[config.mk]
export PLATFORM = sky130hd
export DESIGN_NAME = mem_port_arbiter_flat
export DESIGN_NICKNAME = d
export VERILOG_FILES = /design/src/rtl/mem_arb_pkg.sv /design/src/rtl/mem_port_arbiter_if.sv /design/src/rtl/mem_arb_starve_ctr.sv /design/src/rtl/mem_port_arbiter.sv /design/src/flat_wrapper.sv
export SDC_FILE = /design/constraint.sdc
export NUM_CORES = 1
export LEC_CHECK = 0
export CAP_MARGIN = 0
export CORE_UTILIZATION = 35
export DETAILED_ROUTE_END_ITERATION = 6
export GPL_ROUTABILITY_DRIVEN = 0
export PLACE_DENSITY = 0.75
export SETUP_SLACK_MARGIN = 0.4
export SYNTH_ARGS = -nofsm -noshare
export SYNTH_HDL_FRONTEND = slang
export SYNTH_SLANG_ARGS = --single-unit
[constraint.sdc]
create_clock -name clk -period 2.1 [get_ports clk]
set_input_delay 0.63 -clock clk [delete_from_list [all_inputs] [get_ports clk]]
set_output_delay 0.63 -clock clk [all_outputs]
set_load 0.01 [all_outputs]
[src/rtl/mem_arb_pkg.sv]
// mem_arb_pkg
//  Shared definitions for the memory-port arbiter slice:
//   - arb_state_e : arbiter FSM state encoding (IDLE, ACC_CPU, ACC_IO, RD_WAIT)
//   - OWN_CPU / OWN_IO : owner encoding of the in-flight transaction
//   - rd_cnt_width() : width of the read-latency down-counter for a given READ_LAT
package mem_arb_pkg;

    typedef enum logic [1:0] {
        IDLE    = 2'd0,
        ACC_CPU = 2'd1,
        ACC_IO  = 2'd2,
        RD_WAIT = 2'd3
    } arb_state_e;

    localparam logic OWN_CPU = 1'b0;
    localparam logic OWN_IO  = 1'b1;

    // The counter only has to hold READ_LAT-1, so it never needs more than
    // $clog2(READ_LAT) bits; keep at least one bit so the vector is legal.
    function automatic int rd_cnt_width(input int read_lat);
        return (read_lat > 2) ? $clog2(read_lat) : 1;
    endfunction

endpackage

[src/rtl/mem_port_arbiter_if.sv]
// mem_port_arbiter_if
//  Bundles the CPU requester, I/O requester and block-RAM signals of the arbiter.
//  Modports:
//   slave  : arbiter view (requests and mem_rdata in; grants, read data, mem_* out)
//   master : environment view (requesters and memory)
//  cpu_req/cpu_we/cpu_addr/cpu_wdata, io_* : requests, held until the matching gnt
//  cpu_gnt/io_gnt     : one-cycle pulse in the ACC cycle of that requester
//  cpu_rvalid/io_rvalid, cpu_rdata/io_rdata : read completion and held read data
//  mem_addr/mem_wdata/mem_we : registered memory command, mem_rdata : memory read data
//  cpu_lock : present only when MEM_ARB_LOCK_EN is defined
interface mem_port_arbiter_if #(
    parameter int WIDTH      = 16,
    parameter int ADDR_WIDTH = 16
);
    logic                  cpu_req;
    logic                  cpu_we;
    logic [ADDR_WIDTH-1:0] cpu_addr;
    logic [WIDTH-1:0]      cpu_wdata;
    logic                  cpu_gnt;
    logic                  cpu_rvalid;
    logic [WIDTH-1:0]      cpu_rdata;

    logic                  io_req;
    logic                  io_we;
    logic [ADDR_WIDTH-1:0] io_addr;
    logic [WIDTH-1:0]      io_wdata;
    logic                  io_gnt;
    logic                  io_rvalid;
    logic [WIDTH-1:0]      io_rdata;

    logic [ADDR_WIDTH-1:0] mem_addr;
    logic [WIDTH-1:0]      mem_wdata;
    logic                  mem_we;
    logic [WIDTH-1:0]      mem_rdata;

`ifdef MEM_ARB_LOCK_EN
    logic                  cpu_lock;
`endif

    modport slave (
`ifdef MEM_ARB_LOCK_EN
        input  cpu_lock,
`endif
        input  cpu_req, cpu_we, cpu_addr, cpu_wdata,
        input  io_req, io_we, io_addr, io_wdata,
        input  mem_rdata,
        output cpu_gnt, cpu_rvalid, cpu_rdata,
        output io_gnt, io_rvalid, io_rdata,
        output mem_addr, mem_wdata, mem_we
    );

    modport master (
`ifdef MEM_ARB_LOCK_EN
        output cpu_lock,
`endif
        output cpu_req, cpu_we, cpu_addr, cpu_wdata,
        output io_req, io_we, io_addr, io_wdata,
        output mem_rdata,
        input  cpu_gnt, cpu_rvalid, cpu_rdata,
        input  io_gnt, io_rvalid, io_rdata,
        input  mem_addr, mem_wdata, mem_we
    );

endinterface

[src/rtl/mem_arb_starve_ctr.sv]
// mem_arb_starve_ctr
//  Saturating count of consecutive CPU wins over a waiting I/O request.
//  Ports:
//   clk    : rising-edge clock
//   reset  : asynchronous active-low reset (count -> 0)
//   inc    : CPU won while I/O was requesting (saturates at STARVE_MAX)
//   clr    : I/O was granted
//   freeze : hold the count unchanged (CPU lock active)
//   hit    : count has reached STARVE_MAX, I/O must win the next contest
module mem_arb_starve_ctr #(
    parameter int STARVE_MAX = 4
) (
    input  logic clk,
    input  logic reset,
    input  logic inc,
    input  logic clr,
    input  logic freeze,
    output logic hit
);
    localparam int CW = $clog2(STARVE_MAX + 1);

    logic [CW-1:0] count_reg;
    logic [CW-1:0] count_next;

    always_comb begin
        count_next = count_reg;
        if (!freeze) begin
            if (clr) begin
                count_next = '0;
            end else if (inc && (count_reg != CW'(STARVE_MAX))) begin
                count_next = count_reg + 1'b1;
            end
        end
    end

    always_ff @(posedge clk or negedge reset) begin
        if (!reset) begin
            count_reg <= '0;
        end else begin
            count_reg <= count_next;
        end
    end

    assign hit = (count_reg == CW'(STARVE_MAX));

endmodule

[src/rtl/mem_port_arbiter.sv]
// mem_port_arbiter
//  Shares one block-RAM port between the multicycle CPU and one I/O requester.
//  Each access is IDLE -> ACC_CPU|ACC_IO -> (write) IDLE | (read) RD_WAIT -> IDLE,
//  so a requester that drops req after gnt is never granted twice.
//  Ports:
//   clk   : rising-edge clock
//   reset : asynchronous active-low reset; clears state, starve count and all outputs
//   bus   : mem_port_arbiter_if.slave (requests, grants, read data, memory port)
//  Parameters: WIDTH, ADDR_WIDTH, READ_LAT (1..3), STARVE_MAX (1..15)
//  Optional: MEM_ARB_LOCK_EN adds bus.cpu_lock; a CPU access granted with cpu_lock=1
//   keeps I/O out (starve count frozen) until an IDLE cycle sees cpu_lock=0.
module mem_port_arbiter
    import mem_arb_pkg::*;
#(
    parameter int WIDTH      = 16,
    parameter int ADDR_WIDTH = 16,
    parameter int READ_LAT   = 1,
    parameter int STARVE_MAX = 4
) (
    input  logic                clk,
    input  logic                reset,
    mem_port_arbiter_if.slave   bus
);
    localparam int LW = rd_cnt_width(READ_LAT);

    arb_state_e            state_reg, state_next;
    logic [LW-1:0]         lat_reg, lat_next;
    logic                  owner_reg;
    logic                  cpu_gnt_reg, io_gnt_reg;
    logic                  cpu_rvalid_reg, io_rvalid_reg;
    logic [WIDTH-1:0]      cpu_rdata_reg, io_rdata_reg;
    logic [ADDR_WIDTH-1:0] mem_addr_reg;
    logic [WIDTH-1:0]      mem_wdata_reg;
    logic                  mem_we_reg;

    logic locked;
    logic io_eff;
    logic cpu_take;
    logic io_take;
    logic starve_hit;
    logic rd_done;

`ifdef MEM_ARB_LOCK_EN
    logic lock_reg;

    // Lock is taken when a CPU access is granted with cpu_lock high and is held
    // through every IDLE cycle that still sees cpu_lock high.
    always_ff @(posedge clk or negedge reset) begin
        if (!reset) begin
            lock_reg <= 1'b0;
        end else if (state_reg == IDLE) begin
            lock_reg <= bus.cpu_lock && (cpu_take || lock_reg);
        end
    end

    // An IDLE cycle with cpu_lock low arbitrates normally in that same cycle.
    assign locked = lock_reg && bus.cpu_lock;
`else
    assign locked = 1'b0;
`endif

    // Arbitration happens only in IDLE; io_req is invisible while locked.
    assign io_eff   = bus.io_req && !locked;
    assign io_take  = (state_reg == IDLE) && io_eff && (!bus.cpu_req || starve_hit);
    assign cpu_take = (state_reg == IDLE) && bus.cpu_req && !io_take;
    assign rd_done  = (state_reg == RD_WAIT) && (lat_reg == '0);

    mem_arb_starve_ctr #(
        .STARVE_MAX (STARVE_MAX)
    ) u_starve (
        .clk    (clk),
        .reset  (reset),
        .inc    (cpu_take && io_eff),
        .clr    (io_take),
        .freeze (locked),
        .hit    (starve_hit)
    );

    always_ff @(posedge clk or negedge reset) begin
        if (!reset) begin
            state_reg <= IDLE;
            lat_reg   <= '0;
        end else begin
            state_reg <= state_next;
            lat_reg   <= lat_next;
        end
    end

    always_comb begin
        state_next = state_reg;
        lat_next   = lat_reg;
        case (state_reg)
            IDLE: begin
                if (cpu_take) begin
                    state_next = ACC_CPU;
                end else if (io_take) begin
                    state_next = ACC_IO;
                end
            end
            ACC_CPU, ACC_IO: begin
                // mem_we_reg carries the granted access type during ACC.
                if (mem_we_reg) begin
                    state_next = IDLE;
                end else begin
                    state_next = RD_WAIT;
                    lat_next   = LW'(READ_LAT - 1);
                end
            end
            RD_WAIT: begin
                if (lat_reg == '0) begin
                    state_next = IDLE;
                end else begin
                    lat_next = lat_reg - 1'b1;
                end
            end
            default: state_next = IDLE;
        endcase
    end

    always_ff @(posedge clk or negedge reset) begin
        if (!reset) begin
            owner_reg      <= OWN_CPU;
            cpu_gnt_reg    <= 1'b0;
            io_gnt_reg     <= 1'b0;
            cpu_rvalid_reg <= 1'b0;
            io_rvalid_reg  <= 1'b0;
            cpu_rdata_reg  <= '0;
            io_rdata_reg   <= '0;
            mem_addr_reg   <= '0;
            mem_wdata_reg  <= '0;
            mem_we_reg     <= 1'b0;
        end else begin
            cpu_gnt_reg    <= cpu_take;
            io_gnt_reg     <= io_take;
            cpu_rvalid_reg <= 1'b0;
            io_rvalid_reg  <= 1'b0;
            mem_we_reg     <= 1'b0;
            if (cpu_take) begin
                owner_reg     <= OWN_CPU;
                mem_addr_reg  <= bus.cpu_addr;
                mem_wdata_reg <= bus.cpu_wdata;
                mem_we_reg    <= bus.cpu_we;
            end else if (io_take) begin
                owner_reg     <= OWN_IO;
                mem_addr_reg  <= bus.io_addr;
                mem_wdata_reg <= bus.io_wdata;
                mem_we_reg    <= bus.io_we;
            end
            if (rd_done) begin
                if (owner_reg == OWN_CPU) begin
                    cpu_rdata_reg  <= bus.mem_rdata;
                    cpu_rvalid_reg <= 1'b1;
                end else begin
                    io_rdata_reg   <= bus.mem_rdata;
                    io_rvalid_reg  <= 1'b1;
                end
            end
        end
    end

    assign bus.cpu_gnt    = cpu_gnt_reg;
    assign bus.io_gnt     = io_gnt_reg;
    assign bus.cpu_rvalid = cpu_rvalid_reg;
    assign bus.io_rvalid  = io_rvalid_reg;
    assign bus.cpu_rdata  = cpu_rdata_reg;
    assign bus.io_rdata   = io_rdata_reg;
    assign bus.mem_addr   = mem_addr_reg;
    assign bus.mem_wdata  = mem_wdata_reg;
    assign bus.mem_we     = mem_we_reg;

endmodule

[src/flat_wrapper.sv]
// flat-port wrapper written by rule: the top's interface ports become plain ports
module mem_port_arbiter_flat import mem_arb_pkg::*;
#(
    parameter int WIDTH      = 16,
    parameter int ADDR_WIDTH = 16,
    parameter int READ_LAT   = 1,
    parameter int STARVE_MAX = 4
)
  (clk, reset, bus_cpu_req, bus_cpu_we, bus_cpu_addr, bus_cpu_wdata, bus_io_req, bus_io_we, bus_io_addr, bus_io_wdata, bus_mem_rdata, bus_cpu_gnt, bus_cpu_rvalid, bus_cpu_rdata, bus_io_gnt, bus_io_rvalid, bus_io_rdata, bus_mem_addr, bus_mem_wdata, bus_mem_we);
  mem_port_arbiter_if #(.WIDTH(WIDTH), .ADDR_WIDTH(ADDR_WIDTH)) bus_i ();
  input  logic clk;
  input  logic reset;
  input wire logic [$bits(bus_i.cpu_req)-1:0] bus_cpu_req;
  input wire logic [$bits(bus_i.cpu_we)-1:0] bus_cpu_we;
  input wire logic [$bits(bus_i.cpu_addr)-1:0] bus_cpu_addr;
  input wire logic [$bits(bus_i.cpu_wdata)-1:0] bus_cpu_wdata;
  input wire logic [$bits(bus_i.io_req)-1:0] bus_io_req;
  input wire logic [$bits(bus_i.io_we)-1:0] bus_io_we;
  input wire logic [$bits(bus_i.io_addr)-1:0] bus_io_addr;
  input wire logic [$bits(bus_i.io_wdata)-1:0] bus_io_wdata;
  input wire logic [$bits(bus_i.mem_rdata)-1:0] bus_mem_rdata;
  output wire logic [$bits(bus_i.cpu_gnt)-1:0] bus_cpu_gnt;
  output wire logic [$bits(bus_i.cpu_rvalid)-1:0] bus_cpu_rvalid;
  output wire logic [$bits(bus_i.cpu_rdata)-1:0] bus_cpu_rdata;
  output wire logic [$bits(bus_i.io_gnt)-1:0] bus_io_gnt;
  output wire logic [$bits(bus_i.io_rvalid)-1:0] bus_io_rvalid;
  output wire logic [$bits(bus_i.io_rdata)-1:0] bus_io_rdata;
  output wire logic [$bits(bus_i.mem_addr)-1:0] bus_mem_addr;
  output wire logic [$bits(bus_i.mem_wdata)-1:0] bus_mem_wdata;
  output wire logic [$bits(bus_i.mem_we)-1:0] bus_mem_we;
  assign bus_i.cpu_req = bus_cpu_req;
  assign bus_i.cpu_we = bus_cpu_we;
  assign bus_i.cpu_addr = bus_cpu_addr;
  assign bus_i.cpu_wdata = bus_cpu_wdata;
  assign bus_i.io_req = bus_io_req;
  assign bus_i.io_we = bus_io_we;
  assign bus_i.io_addr = bus_io_addr;
  assign bus_i.io_wdata = bus_io_wdata;
  assign bus_i.mem_rdata = bus_mem_rdata;
  assign bus_cpu_gnt = bus_i.cpu_gnt;
  assign bus_cpu_rvalid = bus_i.cpu_rvalid;
  assign bus_cpu_rdata = bus_i.cpu_rdata;
  assign bus_io_gnt = bus_i.io_gnt;
  assign bus_io_rvalid = bus_i.io_rvalid;
  assign bus_io_rdata = bus_i.io_rdata;
  assign bus_mem_addr = bus_i.mem_addr;
  assign bus_mem_wdata = bus_i.mem_wdata;
  assign bus_mem_we = bus_i.mem_we;
  mem_port_arbiter #(.WIDTH(WIDTH), .ADDR_WIDTH(ADDR_WIDTH), .READ_LAT(READ_LAT), .STARVE_MAX(STARVE_MAX)) u_core (.clk(clk), .reset(reset), .bus(bus_i));
endmodule
==> results of run 1 <==
==> layout make-up <==
class                      count  area [sq um]
fill                         684          3374
inverter                       6         22.52
tap                          105         131.4
timing repair buffer         168          1610
clock inverter                 6         112.6
sequential                    75          1877
clock buffer                   9         123.9
multi-input combinational    124          1130
==> where the power goes <==
part | switching, W | internal [W] | total (W)
clock | 0.000531 | 0.000789 | 0.00132
combinational | 0.00129 | 0.00171 | 0.00300
sequential | 0.000342 | 0.00214 | 0.00248
total | 0.00217 | 0.00464 | 0.00681
==> synthesized netlist by cell type, drive strengths merged <==
master | number | area share [%]
a32o | 1 | 0.32
a21o | 2 | 0.49
dfrtp | 75 | 61
nor2 | 1 | 0.12
nor3b | 2 | 0.49
a31oi | 1 | 0.20
a221o | 32 | 10
nand3 | 1 | 0.16
mux2i | 1 | 0.32
o21ai | 2 | 0.44
nor2b | 1 | 0.20
mux2 | 33 | 12
inv | 6 | 0.73
and2 | 32 | 6.5
nand2 | 4 | 0.49
a21oi | 1 | 0.53
nand2b | 2 | 0.40
buf | 10 | 2.3
xor2 | 1 | 0.28
a22o | 2 | 0.57
clkbuf | 3 | 0.36
ha | 5 | 2.0
==> through the flow <==
| step | area (sq um) | setup TNS (ns) |
|---|---|---|
| floorplan | 3093 | 0 |
| global placement | 4842 | -0.002121 |
| detailed placement | 4842 | -1.022 |
| CTS | 4991 | 0 |
| global route | 5007 | 0 |
| finish | 5007 | 0 |
==> what timing repair did <==
action	4_1_cts	5_1_grt
gates cloned	0	0
buffers inserted	0	1
hold endpoints to repair	0	0
endpoints found under the setup margin	103	25
resized for setup	70	3
==> final timing paths <==
path / slack (ns) / endpoint / depth (start not counted)
max: 0.44 / bus_mem_wdata[6] / 1
min: 0.19 / u_core.bus.cpu_rdata[0] / 1
max reg2reg: 0.51 / u_core.bus.mem_wdata[0] / 6
min reg2reg: 0.50 / u_core.bus.io_rdata[5] / 1
max in group asynchronous: 1.38 / u_core.bus.mem_addr[14] / 2
min in group clk: 0.50 / u_core.bus.io_rdata[5] / 1
==> metal layers <==
| layer | track usage, % | part of all wire [%] | routed length (um) |
|---|---|---|---|
| met4 | 6.965 | 2.0 | 155 |
| met2 | 30.73 | 50 | 3841 |
| met1 | 21.53 | 40 | 3120 |
| met3 | 4.897 | 8.0 | 617 |
| met5 | 0 | 0 | 0 |
==> logic make-up after synthesis <==
| kind of cell | after synthesis |
|---|---|
| and+or+nand+nor | 43 |
| xor gates and xnor gates | 1 |
| buffers and inverters | 19 |
| adders and majority gates | 5 |
| AOI/OAI and AO/OA | 41 |
| muxes | 34 |
| DFF | 75 |
==> run metrics, run 1 <==
worst setup path startpoint u_core.bus.mem_wdata[6]; simple-gate share of the synthesized area 8.333%; Fin. Hold Viols 0; RR Startpoint u_core.state_reg[0]; DP Wirelength 5796 um; final routed DRC violation total 0; Critical Path RT 1.47 ns; fin crit period 1.658 ns; worst-path cell chain dlygate4sd2_1; Place WS -0.05020 ns; Detailed Routing Iterations Pass 1 4; Slowest-stage cell, CP dfrtp_1; synthesis-to-finish area growth 61.89%; CTS Buf Count 9; CP peak stage delay 0.39 ns; share of post-route cells with drive strength above 1 17.27%; CP arrival 1.03 ns; FMAX 603.1 MHz; Buf/Inv on CP 1; Core ar. 8382 sq um; Initial Util 36.90%; root buffer selected by CTS clkbuf_8; Total GRT Usage 18.01%; VDD IR max 0.0005745 V; Syn Inst Count 218; RSZ-0062 raised after global routing false; Final Max Tran Viols 0; Worst setup SP type flip-flop; CP endpoint kind primary output; Clk pin slew, worst setup/hold paths 0.08 ns; # rows 33; Nets 475; Clock Skew 0.008425 ns; first-pass GRT wire length 12,480 um; final period utilization 78.96%; clk sinks 75; CTS Hold Bufs 0; Slew headroom 77.10%; maximum number of pins on one net before global-route repair 36; max_cap viols 0; latest clock arrival within the worst-skew pair 0.34 ns; WL final 7735 um; Leakage Power 2.327 nW; power per cell area 1359 nW/um^2; combinational family with the most area after synthesis compound AO/OA/AOI/OAI gates; Worst Max-Slew Pin Slew 0.3435 ns; status completed; Ports 155; DIE HEIGHT 96.01 um; mux share of post-synthesis cell area 12.34%; smallest hold slack 0.1866 ns; CTS H-Tree Depth 3; Final Util 59.74%; Die Wd 96.01 um; final cell count without fillers 493; syn_nets 309; detailed-route via count 2,431; drt first-iter violations 79; Wirelength per Cell 15.69 um; library cells used by synthesis 25; #FFs+latches synth 75; Final setup viols 0; PnR worst setup slack 0.4418 ns; via/cell ratio 4.931; Routed Antenna Nets 0; Yosys warnings 0; min-delay worst type primary input to async pin; crit path kind flip-flop to primary output; Pwr Total 0.006807 W; Worst path top cell family by delay flip-flops; IO Port Bufs 154; Avg Synthesized Cell Area 14.19 sq um; Adder-Cell Fraction of Synth Area 2.023%; Worst Path Max Fanout 2; DP Cell Count 477; number of global-route vias before repair 2,610; Die ar. 9217 sq um; Synth Area in XOR/XNOR 0.2832%; Antenna Cells 0; TritonCTS clock tree done; post-synthesis cell area 3093 sq um; commonest non-fill, non-tap cell in the layout clkdlybuf4s50_1; Remaining Overflow, GRT 0; commonest non-fill, non-tap cells in the layout 82 x clkdlybuf4s50_1, 75 x dfrtp_1, 69 x dlygate4sd2_1; clock buffer depth 2; Synth Area in Compound Gates 12.90%; initial antenna violation count 0; post-synthesis sequential area ratio 60.68%
Power figures use the tool's default switching activity.
==> inputs of run 2 (changes only) <==
- PLACE_DENSITY: 0.75 -> 0.78
- clock period: 2.1 -> 1.43 ns (I/O delays scaled with it)
==> run 2 against run 1 <==
Against the previous run:
- the run now ends with setup timing left
- setup slack got worse by 0.47 ns
- clock skew down 0.0027 ns
- die area unchanged
- global-route usage is 1.1 points higher
- core utilization grew 2.8 points
- critical path type is now flip-flop to flip-flop
- critical endpoint is now u_core.bus.mem_wdata[6]
- largest cell class unchanged
==> run metrics, run 2 (synthesis results as in run 1) <==
status complete, but fails checks; failing checks setup timing; CTS H-Tree Depth 3; Remaining Overflow, GRT 0; FMAX 683.8 MHz; area of the multi-input gates 1245 sq um; Antenna Cells 0; clock buffer depth 2; min-delay worst type primary input to async pin; FF/Latch Area 1877 sq um; crit path kind flip-flop to flip-flop; Slew headroom 80.01%; final routed DRC violation total 0; Final TNS setup -0.2507 ns; VDD IR max 0.0008100 V; Total GRT Usage 19.06%; Ports 155; Wirelength per Cell 16.42 um; fillers 658; commonest non-fill, non-tap cell in the layout clkdlybuf4s50_1; Final setup viols 27; Worst setup SP type flip-flop; DP Area 4960 sq um; Final Max Tran Viols 0; number of global-route vias before repair 2,689; CP peak stage delay 0.39 ns; Worst Path Max Fanout 33; share of post-route cells with drive strength above 1 41.83%; maximum number of pins on one net before global-route repair 41; Die ar. 9217 sq um; first-pass GRT wire length 13,030 um; Nets 502; root buffer selected by CTS clkbuf_8; Leakage Power 2.464 nW; DIE HEIGHT 96.01 um; Critical Path RT 1.65 ns; fin crit period 1.462 ns; Pwr Total 0.01076 W; Initial Util 36.90%; latest clock arrival within the worst-skew pair 0.34 ns; fin area 5243 sq um; detailed-route via count 2,548; via/cell ratio 4.891; worst-path cell chain inv_2 > ha_4 > o21ai_2 > buf_12 > and2_1 > a221o_1; Die Wd 96.01 um; Core ar. 8382 sq um; Clk pin slew, worst setup/hold paths 0.08 ns; IO Port Bufs 154; Fin. Hold Viols 0; Slowest-stage cell, CP dfrtp_1; commonest non-fill, non-tap cells in the layout 82 x clkdlybuf4s50_1, 75 x dfrtp_1, 50 x buf_2; max_cap viols 0; CP arrival 1.68 ns; clk sinks 75; initial antenna violation count 0; Clock Skew 0.005709 ns; CP endpoint kind flip-flop; Worst Max-Slew Pin Slew 0.2998 ns; synthesis-to-finish area growth 69.50%; DP Wirelength 6005 um; TritonCTS clock tree done; WL final 8556 um; PnR worst setup slack -0.03240 ns; Routed Antenna Nets 0; Buf/Inv on CP 2; power per cell area 2053 nW/um^2; CTS Buf Count 9; drt first-iter violations 34; # rows 33; RSZ-0062 raised after global routing true; Worst path top cell family by delay flip-flops; Detailed Routing Iterations Pass 1 4; final period utilization 102.3%
-- run 2: where the power goes --
part	total, W	switching [W]	leakage, nW	internal, W
Sequential	0.00374	0.000589	0.913	0.00315
Clock	0.00159	0.000745	0.0991	0.000845
Combinational	0.00543	0.00219	1.45	0.00324
-- run 2: cell type report --
cell class | instances | area share (%)
clock buffer | 11 | 2.697
sequential | 75 | 35.80
inverter | 6 | 0.4296
tap | 105 | 2.506
multi-input combinational | 124 | 23.75
clock inverter | 5 | 1.002
timing repair buffer | 195 | 33.82
-- run 2: metal layers --
metal  share of wire (%)  vias up  global-route usage [%]  wire length, um
met5                   0        -                       0                0
met4                 1.5        0                   7.836              132
met3                 8.4       11                   5.292              716
met2                  50      121                   33.51             4300
met1                  40     1229                   21.70             3407
li1                    -     1187                       -                -
-- run 2: per-stage QoR --
step | utilization [%] | setup slack [ns] | std cells | hold WS (ns)
floorplan | - | -0.02622 | 218 | 0.1334
global placement | 59.17 | -0.4715 | 485 | 0.2877
detailed placement | 59.17 | -0.5212 | 485 | 0.2940
CTS | 60.10 | -0.04941 | 511 | 0.4771
global route | 62.55 | -0.09047 | 521 | 0.4889
finish | 62.55 | -0.03240 | 521 | 0.5038
-- run 2: repair_timing --
| item | CTS | global route |
|---|---|---|
| pin swaps | 0 | 1 |
| hold buffers | 1 | 0 |
| buffers inserted | 7 | 9 |
| resized for setup | 306 | 24 |
| gates cloned | 2 | 1 |
| endpoints found under the hold margin | 10 | 0 |
| endpoints found under the setup margin | 144 | 144 |
-- run 2: worst paths after layout --
path                                                end  cells after the start  slack (ns)              startpoint
worst max-delay path            u_core.bus.mem_wdata[6]                      6       -0.03     u_core.state_reg[0]
worst min-delay path             u_core.bus.io_rdata[0]                      2        0.50                   reset
worst max register to register  u_core.bus.mem_wdata[6]                      6       -0.03     u_core.state_reg[0]
worst min register to register   u_core.bus.io_rdata[7]                      1        0.50  u_core.bus.io_rdata[7]
max in group asynchronous       u_core.bus.mem_addr[13]                      3        0.46                   reset
min in group clk                 u_core.bus.io_rdata[7]                      1        0.50  u_core.bus.io_rdata[7]
==> inputs of run 3 (changes only) <==
- CORE_MARGIN: unset -> 3
- HOLD_SLACK_MARGIN: unset -> 0.1
==> run 3 against run 2 <==
Against the previous run:
- power up 3.8%
- maximum frequency decreased by 3.8%
- combinational power up 8.8%
- largest cell class is now non-clock buffers
- critical endpoint is now u_core.bus.mem_addr[6]
- clock skew increased by 0.0099 ns
- non-clock buffer count increased by 12
- core utilization is 1.6 points higher
- final cell count grew 2.3%
- flip-flop and latch count unchanged
- design area is 2.6% higher
- first-iteration DRC count is 47% higher
- the flow still finishes with violations (setup timing)
==> run metrics, run 3 (synthesis results as in run 1) <==
commonest non-fill, non-tap cells in the layout 82 x clkdlybuf4s50_1, 74 x dfrtp_1, 53 x buf_2; Antenna Cells 0; first-pass GRT wire length 13,430 um; FMAX 657.5 MHz; # rows 33; synthesis-to-finish area growth 73.95%; latest clock arrival within the worst-skew pair 0.34 ns; Worst path top cell family by delay flip-flops; CP peak stage delay 0.43 ns; TritonCTS clock tree done; Clk pin slew, worst setup/hold paths 0.09 ns; share of post-route cells with drive strength above 1 45.56%; detailed-route via count 2,661; Final setup viols 65; Worst Max-Slew Pin Slew 0.3952 ns; Leakage Power 2.568 nW; CP endpoint kind flip-flop; Buf/Inv on CP 2; min-delay worst type flip-flop to flip-flop; WL final 9245 um; Slowest-stage cell, CP dfrtp_2; fillers 615; Wirelength per Cell 17.35 um; DP Cell Count 484; Ports 155; Critical Path RT 1.65 ns; Die ar. 10,000 sq um; worst-path cell chain inv_2 > ha_4 > o21ai_4 > clkbuf_16 > and2_1 > a221o_1; Core ar. 8382 sq um; FF/Latch Area 1878 sq um; drt first-iter violations 50; fin crit period 1.521 ns; Fin. Hold Viols 0; Nets 514; root buffer selected by CTS clkbuf_8; number of global-route vias before repair 2,761; Slew headroom 73.65%; area of the multi-input gates 1279 sq um; failing checks setup timing; final routed DRC violation total 0; RSZ-0062 raised after global routing true; CP arrival 1.75 ns; via/cell ratio 4.992; DIE HEIGHT 100.0 um; crit path kind flip-flop to flip-flop; maximum number of pins on one net before global-route repair 76; Clock Skew 0.01561 ns; CTS Buf Count 9; power per cell area 2076 nW/um^2; final cell count without fillers 533; max_cap viols 0; DP Wirelength 5913 um; Final Max Tran Viols 0; Total GRT Usage 16.93%; commonest non-fill, non-tap cell in the layout clkdlybuf4s50_1; Worst Path Max Fanout 16; clk sinks 75; initial antenna violation count 0; Die Wd 100.0 um; clock buffer depth 2; VDD IR max 0.0008186 V; Worst setup SP type flip-flop; Detailed Routing Iterations Pass 1 4; final period utilization 106.4%; Routed Antenna Nets 0; PnR worst setup slack -0.09094 ns; Pwr Total 0.01117 W; CTS H-Tree Depth 3; Remaining Overflow, GRT 0; status complete, but fails checks; Initial Util 36.90%; IO Port Bufs 154
==> run 3: per-layer routing <==
| metal | vias to the layer above | track usage [%] | share of wire, % |
|---|---|---|---|
| met3 | 13 | 4.170 | 7.5 |
| met5 | - | 0 | 0 |
| met2 | 122 | 29.45 | 51 |
| met1 | 1313 | 20.65 | 40 |
| met4 | 0 | 5.492 | 1.4 |
| li1 | 1213 | - | - |
==> run 3: path summary, 6_finish.rpt <==
path	start	to	slack [ns]	cells after the start
setup / recovery	u_core.state_reg[0]	u_core.bus.mem_addr[6]	-0.09	6
max in group asynchronous	reset	u_core.bus.mem_addr[9]	0.47	3
min in group asynchronous	reset	u_core.bus.cpu_rdata[2]	0.64	3
hold / removal	u_core.bus.cpu_rdata[2]	u_core.bus.cpu_rdata[2]	0.51	1
hold reg to reg	u_core.bus.cpu_rdata[2]	u_core.bus.cpu_rdata[2]	0.51	1
setup reg to reg	u_core.state_reg[0]	u_core.bus.mem_addr[6]	-0.09	6
==> run 3: stage by stage <==
step	area [sq um]	hold slack [ns]	TNS, ns	util (%)	setup slack, ns
after floorplan	3141	0.1334	-0.02622	-	-0.02622
after global placement	4965	0.4727	-17.37	59.23	-0.5134
after detailed placement	4965	0.4801	-18.61	59.23	-0.5161
after CTS	5051	0.5052	-2.217	60.26	-0.05986
after global routing	5380	0.5309	-5.991	64.19	-0.1300
final	5380	0.5083	-3.416	64.19	-0.09094
==> run 3: where the power goes <==
| part | leakage (nW) | internal [W] | switching [W] |
|---|---|---|---|
| combinational | 1.57 | 0.00359 | 0.00232 |
| sequential | 0.912 | 0.00315 | 0.000598 |
| clock | 0.0851 | 0.000689 | 0.000824 |
==> run 3: area by class of cell <==
class	instances	area share, %
Clock buffer	10	2.558
Clock inverter	6	0.9070
Inverter	6	0.4186
Multi-Input combinational cell	124	23.77
Sequential cell	75	34.91
Tap cell	105	2.442
Timing Repair Buffer	207	35.00
==> run 3: timing repair <==
action	in CTS	in global routing
hold endpoints to repair	3	0
pin swaps	0	1
hold buffers	1	0
cloned	1	4
endpoints found under the setup margin	144	144
gates resized for setup	305	29
buffers inserted	10	17
